`src/rtl/game_ctrl.sv`:
```
// Game-logic controller for the two-row mod-10 number game; button edges drive a move FSM.
// States: IDLE wait start | INIT load board | PICK_SRC choose own digit | PICK_DST choose target | APPLY write | CHECK win test | END hold
module game_ctrl #(
    parameter logic [3:0] INIT_VAL    = 4'd1,
    parameter int         MAX_PER_ROW = 5
) (
    input  logic        vga_clk,
    input  logic        vga_rst,
    input  logic        start,
    input  logic [31:0] total_number,
    input  logic        btn_left,
    input  logic        btn_right,
    input  logic        btn_up,
    input  logic        btn_down,
    input  logic        btn_ok,
    input  logic        btn_cancel,
    output logic [39:0] status,
    output logic        cur_player,
    output logic [31:0] cur_select,
    output logic [31:0] selected,
    output logic        selecting,
    output logic [3:0]  predict,
    output logic        predict_valid,
    output logic [1:0]  game_end,
    output logic [7:0]  move_count
);

    typedef enum logic [2:0] {
        S_IDLE, S_INIT, S_PICK_SRC, S_PICK_DST, S_APPLY, S_CHECK, S_END
    } state_t;

    state_t      state_q;
    logic [6:0]  lvl_q;
    logic [2:0]  n_q;
    logic [39:0] status_q;
    logic        player_q;
    logic [3:0]  cur_q;
    logic [3:0]  src_q;
    logic        selecting_q;
    logic [3:0]  predict_q;
    logic        pvalid_q;
    logic [1:0]  end_q;
    logic [7:0]  mc_q;

    logic [6:0] lvl;
    logic [6:0] rise;
    logic       start_r, ok_r, cancel_r, vert_r, horz_r;

    assign lvl      = {start, btn_ok, btn_cancel, btn_up, btn_down, btn_left, btn_right};
    assign rise     = lvl & ~lvl_q;
    assign start_r  = rise[6];
    assign ok_r     = rise[5];
    assign cancel_r = rise[4];
    assign vert_r   = rise[3] ^ rise[2];
    assign horz_r   = rise[1] ^ rise[0];

    logic [2:0] n_clamp;
    logic       cur_row1;
    logic [3:0] cur_col;
    logic [3:0] col_next;
    logic [3:0] cur_d;
    logic [3:0] cur_digit;
    logic [3:0] src_digit;
    logic [4:0] sum5;
    logic [3:0] pred;
    logic       own_row;
    logic       src_ok;
    logic       dst_ok;
    logic       row0_zero;
    logic       row1_zero;

    always_comb begin
        if (total_number == 32'd0)
            n_clamp = 3'd1;
        else if (total_number > 32'(MAX_PER_ROW))
            n_clamp = 3'(MAX_PER_ROW);
        else
            n_clamp = total_number[2:0];

        cur_row1 = (cur_q >= 4'd5);
        cur_col  = cur_row1 ? cur_q - 4'd5 : cur_q;

        cur_digit = 4'd0;
        src_digit = 4'd0;
        for (int k = 0; k < 10; k++) begin
            if (cur_q == 4'(k)) cur_digit = status_q[4*k +: 4];
            if (src_q == 4'(k)) src_digit = status_q[4*k +: 4];
        end

        // Sum in 5 bits so 9+9 cannot wrap before the mod-10 reduction.
        sum5    = {1'b0, src_digit} + {1'b0, cur_digit};
        pred    = (sum5 >= 5'd10) ? 4'(sum5 - 5'd10) : sum5[3:0];
        own_row = (cur_row1 == player_q);
        src_ok  = own_row && (cur_digit != 4'd0);
        dst_ok  = !own_row && (cur_digit != 4'd0);

        col_next = 4'd0;
        cur_d    = cur_q;
        if (vert_r) begin
            cur_d = cur_row1 ? cur_q - 4'd5 : cur_q + 4'd5;
        end else if (horz_r) begin
            if (rise[0])
                col_next = (cur_col == {1'b0, n_q} - 4'd1) ? 4'd0 : cur_col + 4'd1;
            else
                col_next = (cur_col == 4'd0) ? {1'b0, n_q} - 4'd1 : cur_col - 4'd1;
            cur_d = (cur_row1 ? 4'd5 : 4'd0) + col_next;
        end

        row0_zero = 1'b1;
        row1_zero = 1'b1;
        for (int k = 0; k < 5; k++) begin
            if (k < int'(n_q)) begin
                if (status_q[4*k +: 4] != 4'd0)     row0_zero = 1'b0;
                if (status_q[4*(k+5) +: 4] != 4'd0) row1_zero = 1'b0;
            end
        end
    end

    always_ff @(posedge vga_clk or posedge vga_rst) begin
        if (vga_rst) begin
            state_q     <= S_IDLE;
            lvl_q       <= '0;
            n_q         <= 3'd1;
            status_q    <= '0;
            player_q    <= 1'b0;
            cur_q       <= 4'd0;
            src_q       <= 4'd0;
            selecting_q <= 1'b0;
            predict_q   <= 4'd0;
            pvalid_q    <= 1'b0;
            end_q       <= 2'd0;
            mc_q        <= 8'd0;
        end else begin
            lvl_q <= lvl;
            if (start_r) begin
                n_q     <= n_clamp;
                state_q <= S_INIT;
            end else begin
                case (state_q)
                    S_INIT: begin
                        for (int k = 0; k < 5; k++) begin
                            status_q[4*k +: 4]     <= (k < int'(n_q)) ? INIT_VAL : 4'd0;
                            status_q[4*(k+5) +: 4] <= (k < int'(n_q)) ? INIT_VAL : 4'd0;
                        end
                        player_q    <= 1'b0;
                        cur_q       <= 4'd0;
                        src_q       <= 4'd0;
                        selecting_q <= 1'b0;
                        predict_q   <= 4'd0;
                        pvalid_q    <= 1'b0;
                        mc_q        <= 8'd0;
                        end_q       <= 2'd0;
                        state_q     <= S_PICK_SRC;
                    end
                    S_PICK_SRC: begin
                        if (ok_r) begin
                            if (src_ok) begin
                                src_q       <= cur_q;
                                selecting_q <= 1'b1;
                                state_q     <= S_PICK_DST;
                            end
                        end else if (!cancel_r) begin
                            cur_q <= cur_d;
                        end
                    end
                    S_PICK_DST: begin
                        pvalid_q  <= dst_ok;
                        predict_q <= dst_ok ? pred : 4'd0;
                        if (ok_r) begin
                            if (dst_ok) state_q <= S_APPLY;
                        end else if (cancel_r) begin
                            selecting_q <= 1'b0;
                            pvalid_q    <= 1'b0;
                            predict_q   <= 4'd0;
                            state_q     <= S_PICK_SRC;
                        end else begin
                            cur_q <= cur_d;
                        end
                    end
                    S_APPLY: begin
                        for (int k = 0; k < 10; k++)
                            if (cur_q == 4'(k)) status_q[4*k +: 4] <= predict_q;
                        selecting_q <= 1'b0;
                        pvalid_q    <= 1'b0;
                        predict_q   <= 4'd0;
                        if (mc_q != 8'hFF) mc_q <= mc_q + 8'd1;
                        player_q <= ~player_q;
                        cur_q    <= player_q ? 4'd0 : 4'd5;
                        state_q  <= S_CHECK;
                    end
                    S_CHECK: begin
                        if (row1_zero) begin
                            end_q   <= 2'd1;
                            state_q <= S_END;
                        end else if (row0_zero) begin
                            end_q   <= 2'd2;
                            state_q <= S_END;
                        end else begin
                            state_q <= S_PICK_SRC;
                        end
                    end
                    default: ;
                endcase
            end
        end
    end

    assign status        = status_q;
    assign cur_player    = player_q;
    assign cur_select    = {26'd0, cur_q, 2'b00};
    assign selected      = {26'd0, src_q, 2'b00};
    assign selecting     = selecting_q;
    assign predict       = predict_q;
    assign predict_valid = pvalid_q;
    assign game_end      = end_q;
    assign move_count    = mc_q;

endmodule

```
`config.mk`:
```
export PLATFORM = sky130hd
export DESIGN_NAME = game_ctrl
export DESIGN_NICKNAME = d
export VERILOG_FILES = /design/src/rtl/game_ctrl.sv
export SDC_FILE = /design/constraint.sdc
export NUM_CORES = 1
export LEC_CHECK = 0
export BUFFER_PORTS_ARGS = -buffer_cell sky130_fd_sc_hd__buf_2
export CAP_MARGIN = 20
export CORE_MARGIN = 5
export CORE_UTILIZATION = 45
export CTS_BUF_LIST = sky130_fd_sc_hd__clkbuf_8
export CTS_CLUSTER_SIZE = 24
export DETAILED_ROUTE_END_ITERATION = 7
export HOLD_SLACK_MARGIN = 0.02
export PLACE_DENSITY = 0.7
export SLEW_MARGIN = 30
export SYNTH_ARGS = -nofsm -noshare
export SYNTH_HDL_FRONTEND = slang
export SYNTH_SLANG_ARGS = --single-unit
export TNS_END_PERCENT = 10
```
`constraint.sdc`:
```
create_clock -name vga_clk -period 5.4 [get_ports vga_clk]
set_input_delay 1.08 -clock vga_clk [delete_from_list [all_inputs] [get_ports vga_clk]]
set_output_delay 1.08 -clock vga_clk [all_outputs]
set_load 0.01 [all_outputs]
```
==> results.md, run 1 <==
- Row count: 41
- VDD IR max: 0.0002227 V
- Most common flop cell mapped by yosys: dfrtp_1
- Io pins: 162
- # diodes: 0
- Crit-path max cell delay: roughly 0.66 ns
- Sequential cell area: approximately 2000 um^2
- Vias in the first global route: 5074
- CP max FO: 17
- Share of cells above drive strength 1: 0.2243
- Starting Density: 0.4583
- Hold wc startpoint: selecting
- WP depth: 14
- First-pass GRT wire length: between 20000 and 30000 um
- Hold-fix buffers at CTS: 0
- Critical Path, Cell by Cell: inv_1 > ha_1 > a21oi_1 > a2111oi_1 > nor3_1 > o221ai_2 > ha_1 > fa_1 > xnor3_1 > ha_1 > or3_1 > mux2i_1 > o211ai_1 > o211a_1
- TritonCTS Buffers: 9
- Total core area: approximately 13000 um^2
- Clock Sink Count: 78
- Drt initial violations: between 400 and 500
- Req. time, crit path: 5.67 ns
- CTS tree: built
- Drc violations: 0
- Clock network latency to the later pin of the worst-skew pair: between 0.3 and 0.4 ns
- Via count: 5257
- Routed wire per std cell: 18.58 um
- Period utilization: 0.8379
- Initial antenna violation count: 0
- CP Launch Type: flop
- Worst-margin pin slew: approximately 0.8 ns
- Number of library cell types mapped by synthesis: 86
- RSZ-0062 raised after global routing: false
- Post-route ant nets: 0
- Seq/Total Area, Yosys: 0.3391
- Setup Buffers After CTS: 0
- Clk root buf: clkbuf_8
- Reg2Reg Depth: 14
- Max Cap Violations: 0
- Syn-to-layout area delta: 11.53%
- Master of the slowest instance on the critical path: a2111oi_1
- Count of final setup violators: 0
- Total gr overflow: 0
- Clock tree buffer depth: 2
- Status: finished clean
- Clock Skews: ~0.011 ns
- Worst-path clk slew: 0.08 ns
- Crit Path Class: flop to flop
- Die Ht: 123.1 um
- Gr usage total: 0.2362
- Max frequency: 221.0 MHz
- Gates resized, CTS repair: 0
- Power Density: about 470 nW/um^2
- Vias/cell: 5.653
- Gpl congestion: 0.9447
- Area of the multi-input gates: 3402 um^2
- Hold depth: 1
- Critical path buffers and inverters: 1
- Leakage power: ~0.003 uW
- Area leader, netlist: dfrtp_1
- Top cell type's share of synthesized area: 0.3345
- Crit path capture type: flop
- Total Nets Final: 818
- Crit path arrival time: ~4.8 ns
- H-Tree Depth: 3
- Most used cell, CP: ha_1
- Syn_area_per_cell: 8.862 um^2
- Chip width: approximately 120 um
- Die Area: 15160 um^2
- Crit path launch: cur_q[1]
- Setup Total Neg Slack: 0 ns
- Mapped Cells: 650
- Layout fillers: 1209
- Minimum clock period: 4.525 ns
- Flops & latches, synth: 78
- Drt pass-1 iters: 5
- Ys async rst share: 1.000
- Largest net degree at the start of global routing: 43
- Mapped Area: between 5000 and 6000 um^2
- FF-to-FF setup slack: 0.88 ns
- Post-synth EDFFs: 0
- Synth area leaders: dfrtp_1 33%, buf_4 7.3%, nand2_1 5.3%
- RR Startpoint: cur_q[1]
- Total wire length: about 17000 um
- CP delay by family, top: compound AO/OA/AOI/OAI gates
- YS warnings: 0
- Class of the tightest hold or removal check: flop to flop
- DP Wirelength: around 13000 um
- Max_slew headroom: 0.4650
- Port Buffers: 105
- Final Power: 3045 uW
- Hold Violations, Final: 0
- Max-slew violation count: 0
cell usage after synthesis (all sizes together), types with 4 or more instances:
master	count
a21o	4
a21oi	47
a31oi	7
and3	5
buf	67
clkbuf	6
dfrtp	77
ha	23
inv	27
mux2	12
mux2i	8
mux4	7
nand2	81
nand2b	10
nand3	13
nand3b	4
nand4	4
nor2	36
nor2b	17
nor3	12
nor3b	4
nor4	15
o211ai	5
o21ai	62
o22ai	4
o31ai	4
o32ai	6
or3	4
xnor2	14
xor2	7
cell families (layout without fill, tap and decap cells):
| family | Yosys count | after routing | share of synthesized area |
|---|---|---|---|
| xor+xnor | 22 | 22 | 0.03714 |
| compound gates | 181 | 181 | 0.2116 |
| simple gates | 216 | 216 | 0.1861 |
| buf+inv | 101 | 154 | 0.1066 |
| flops | 78 | 78 | 0.3391 |
| mux | 27 | 27 | 0.06538 |
| other cells | 1 | 56 | 0.0006510 |
| fa+ha+maj | 24 | 24 | 0.05343 |
flip-flops by register name, indices dropped and copies added, names as in the netlist, 2 cells and up:
name	flops
game_end	2
status	40
lvl_q	7
predict	4
state_q	3
src_q	4
move_count	8
n_q	3
cur_q	4
final cells by class:
cell class,instances,area share
Multi-Input combinational cell,526,0.5295
Sequential cell,78,0.3040
Clock buffer,12,0.02571
Timing Repair Buffer,110,0.08763
Inverter,28,0.01636
Tap cell,172,0.03350
Clock inverter,4,0.003311
where the power goes:
group	switching (uW)	internal (uW)	total [uW]
Clock	218	201	419
Sequential	147	650	796
Combinational	1100	726	1830
metal layers:
| layer | vias up | global-route usage | share of wire |
|---|---|---|---|
| met2 | 279 | 0.3806 | 0.47 |
| met3 | 39 | 0.06176 | 0.092 |
| li1 | 2442 | - | - |
| met4 | 0 | 0.07059 | 0.027 |
| met1 | 2497 | 0.3131 | 0.41 |
| met5 | - | 0 | 0 |
final timing paths:
path,endpoint
worst max register to register,predict[2]
worst min register to register,selecting
min in group asynchronous,move_count[1]
max in group asynchronous,status[39]
worst min-delay path,selecting
worst max-delay path,predict[2]
placed cells by master (no fill, tap or decap), types with 11 or more instances in the layout:
cell type / n
conb_1: 56
ha_1: 23
a21oi_1: 44
nand2_1: 81
o21ai_0: 53
nor4_1: 14
xnor2_1: 14
nand3_1: 13
mux2_2: 12
nor2b_1: 17
dfrtp_1: 77
buf_2: 105
inv_1: 27
nor2_1: 33
clkbuf_8: 12
nor3_1: 11
metrics by stage:
| stage | area, um^2 | util | cells | setup WS (ns) | hold slack (ns) |
|---|---|---|---|---|---|
| 2_1_floorplan | 5967 | - | 705 | 1.564 | 0.5141 |
| 3_3_place_gp | 6236 | 0.4962 | 914 | 1.174 | 0.4631 |
| 3_5_place_dp | 6238 | 0.4964 | 914 | 0.9479 | 0.4688 |
| 4_1_cts | 6425 | 0.5112 | 930 | 0.9130 | 0.4858 |
| 5_1_grt | 6425 | 0.5112 | 930 | 0.6101 | 0.5119 |
| 6_report | 6425 | 0.5112 | 930 | 0.8754 | 0.4774 |
(Power assumes the default switching activity.)
==> run 2: changes to the inputs <==
PLACE_DENSITY = 0.73   (was 0.7)
clock period = 3.9 ns   (was 5.4 ns; I/O delays follow)
==> run 2 against run 1 <==
Effect of this change:
- sequential share of layout area shrank 1.2 points
- register-to-register slack worse by 0.72 ns
- non-clock buffer count grew 20
- critical path depth stayed put
- clock skew is 0.0067 ns lower
- flip-flop and latch count unchanged
- clock power increased by 61%
- critical path type unchanged
==> results.md, run 2 (same netlist as run 1, synthesis figures left out) <==
- P_sw: between 2000 and 2500 uW
- VDD IR max: 0.0004300 V
- Vias/cell: 5.586
- Total gr overflow: 0
- Crit Path Class: flop to flop
- Clock Skews: 0.003814 ns
- Gr usage total: 0.2340
- TritonCTS Buffers: 9
- Period utilization: 0.9591
- Wire length on met1: 7372 um
- Clock Sink Count: 78
- Critical Path, Cell by Cell: inv_2 > ha_1 > nor2b_1 > a2111oi_4 > o32ai_2 > o221ai_2 > ha_1 > fa_1 > xnor3_1 > ha_2 > or3_1 > mux2i_1 > o211ai_1 > o211a_1
- Most used cell, CP: ha_1
- RR Startpoint: cur_q[0]
- Comb pwr share: 0.615
- Hold Violations, Final: 0
- Die Ht: 123.1 um
- Max Cap Violations: 0
- Die Area: 15160 um^2
- Count of final setup violators: 0
- Placed Area: 6384 um^2
- Status: finished clean
- Req. time, crit path: ~4.2 ns
- Power Density: 676.5 nW/um^2
- Layout fillers: between 1000 and 1500
- Gpl congestion: about 0.93
- DR top layer: met4
- WL met3: 1616 um
- Total Nets Final: 838
- Leading cell type in the layout, fill and taps excluded: buf_2
- Drt pass-1 iters: 5
- Routed wire per std cell: between 15 and 20 um
- H-Tree Depth: 3
- Crit path arrival time: roughly 4 ns
- Leakage power: 0.003053 uW
- Total core area: 12570 um^2
- Io pins: 162
- Max-slew violation count: 0
- DP Worst Slack: 0.005896 ns
- Worst-margin pin slew: slightly below 0.7 ns
- Most frequent cells in the layout: 105 x buf_2, 81 x nand2_1, 76 x dfrtp_1, 56 x conb_1, 52 x o21ai_0
- DP Wirelength: 13450 um
- WHS: 0.4355 ns
- Vias in the first global route: 5003
- Chip width: between 100 and 150 um
- Final Power: between 4000 and 5000 uW
- Final instance area: ~6700 um^2
- Via count: 5307
- Port Buffers: 105
- Drt initial violations: roughly 540
- Post-route ant nets: 0
- First-pass GRT wire length: 27340 um
- Worst-path clk slew: around 0.08 ns
- Drc violations: 0
- Largest net degree at the start of global routing: 59
- Met2 wire length: 7970 um
- FF-to-FF End: predict[2]
- Syn-to-layout area delta: 16.16%
- Minimum clock period: 3.740 ns
- Starting Density: 0.4583
- Max frequency: 267.3 MHz
- CP Launch Type: flop
- Class of the tightest hold or removal check: input pin to async pin
- Reg2Reg Depth: 14
- Internal power: 2414 uW
- Max_slew headroom: 0.5445
- Share of cells above drive strength 1: 0.2622
- Crit path capture type: flop
- Row count: 41
- Total wire length: between 15000 and 20000 um
- # diodes: 0
- Clock network latency to the later pin of the worst-skew pair: 0.38 ns
- Crit-path max cell delay: 0.46 ns
- Sw Share: 0.4667
- CP max FO: 8
- Flop pwr share: 0.237
- FF-to-FF setup slack: approximately 0.16 ns
- Clk root buf: clkbuf_8
- Worst Slack Setup Final: 0.1595 ns
- Max FFs per register: 40
- Clock tree buffer depth: 2
- Initial antenna violation count: 0
- CTS tree: built
- Master of the slowest instance on the critical path: dfrtp_2
- Hold-fix buffers at CTS: 0
- Clk pwr share: 0.149
## run 2: cell count changes in the layout (fill, tap and decap cells not counted), moves of 2 or more
cell       change
ha_2           +4
clkbuf_8       -3
a21oi_2        +2
ha_1           -6
ha_4           +2
clkinv_4       +2
buf_4         +20
bufinv_16      +2
a21oi_1        -2
## run 2: worst max-delay path by stage
stage | from | to | slack, ns
floorplan | cur_q[0] | predict[2] | 0.06
global placement | cur_q[1] | predict[2] | 0.08
detailed placement | cur_q[1] | predict[2] | 0.006
CTS | cur_q[1] | predict[2] | 0.03
global route | cur_q[0] | cur_q[3] | -0.02
finish | cur_q[0] | predict[2] | 0.16
## run 2: layer usage
metal | vias to the layer above | global-route usage
met1 | 2508 | 0.3208
met3 | 33 | 0.04941
met2 | 278 | 0.3741
met4 | 0 | 0.06782
li1 | 2488 | -
met5 | - | 0
## run 2: critical path: cells and delay by family (launching register included)
kind	cells	cell delay, ns
mux	1	0.19
simple gates	2	0.60
xor+xnor	1	0.41
fa+ha+maj	4	1.08
buf+inv	1	0.11
compound gates	5	0.76
flops	1	0.46
## run 2: through the flow
step | utilization | std cells | setup TNS (ns)
floorplan | - | 705 | 0
global placement | 0.5076 | 933 | 0
detailed placement | 0.5079 | 933 | 0
CTS | 0.5253 | 949 | 0
global route | 0.5324 | 950 | -0.03932
finish | 0.5324 | 950 | 0
## run 2: repair_timing
action | 4_1_cts | 5_1_grt
pin swaps | 0 | 1
setup buffers | 0 | 1
gates resized for setup | 1 | 19
setup endpoints to repair | 1 | 4
## run 2: final cells by class
| type | instances | area [um^2] | area share |
|---|---|---|---|
| clock buffers | 9 | 123.9 | 0.01851 |
| clock inverters | 7 | 90.09 | 0.01346 |
| inverters | 28 | 110.1 | 0.01645 |
| multi-input cells | 526 | 3485 | 0.5208 |
| flip-flops and latches | 78 | 1954 | 0.2921 |
| well taps | 172 | 215.2 | 0.03216 |
| repair buffers | 130 | 713.2 | 0.1066 |
## run 2: power by group through the flow
| stage | sequential, uW | clock [uW] | combinational [uW] |
|---|---|---|---|
| finish | 1070 | 673 | 2780 |
| detailed placement | 1080 | 0 | 2640 |
| global route | 1090 | 724 | 3060 |
| CTS | 1060 | 693 | 2660 |
| global placement | 1080 | 0 | 2610 |
| floorplan | 1040 | 0 | 1990 |
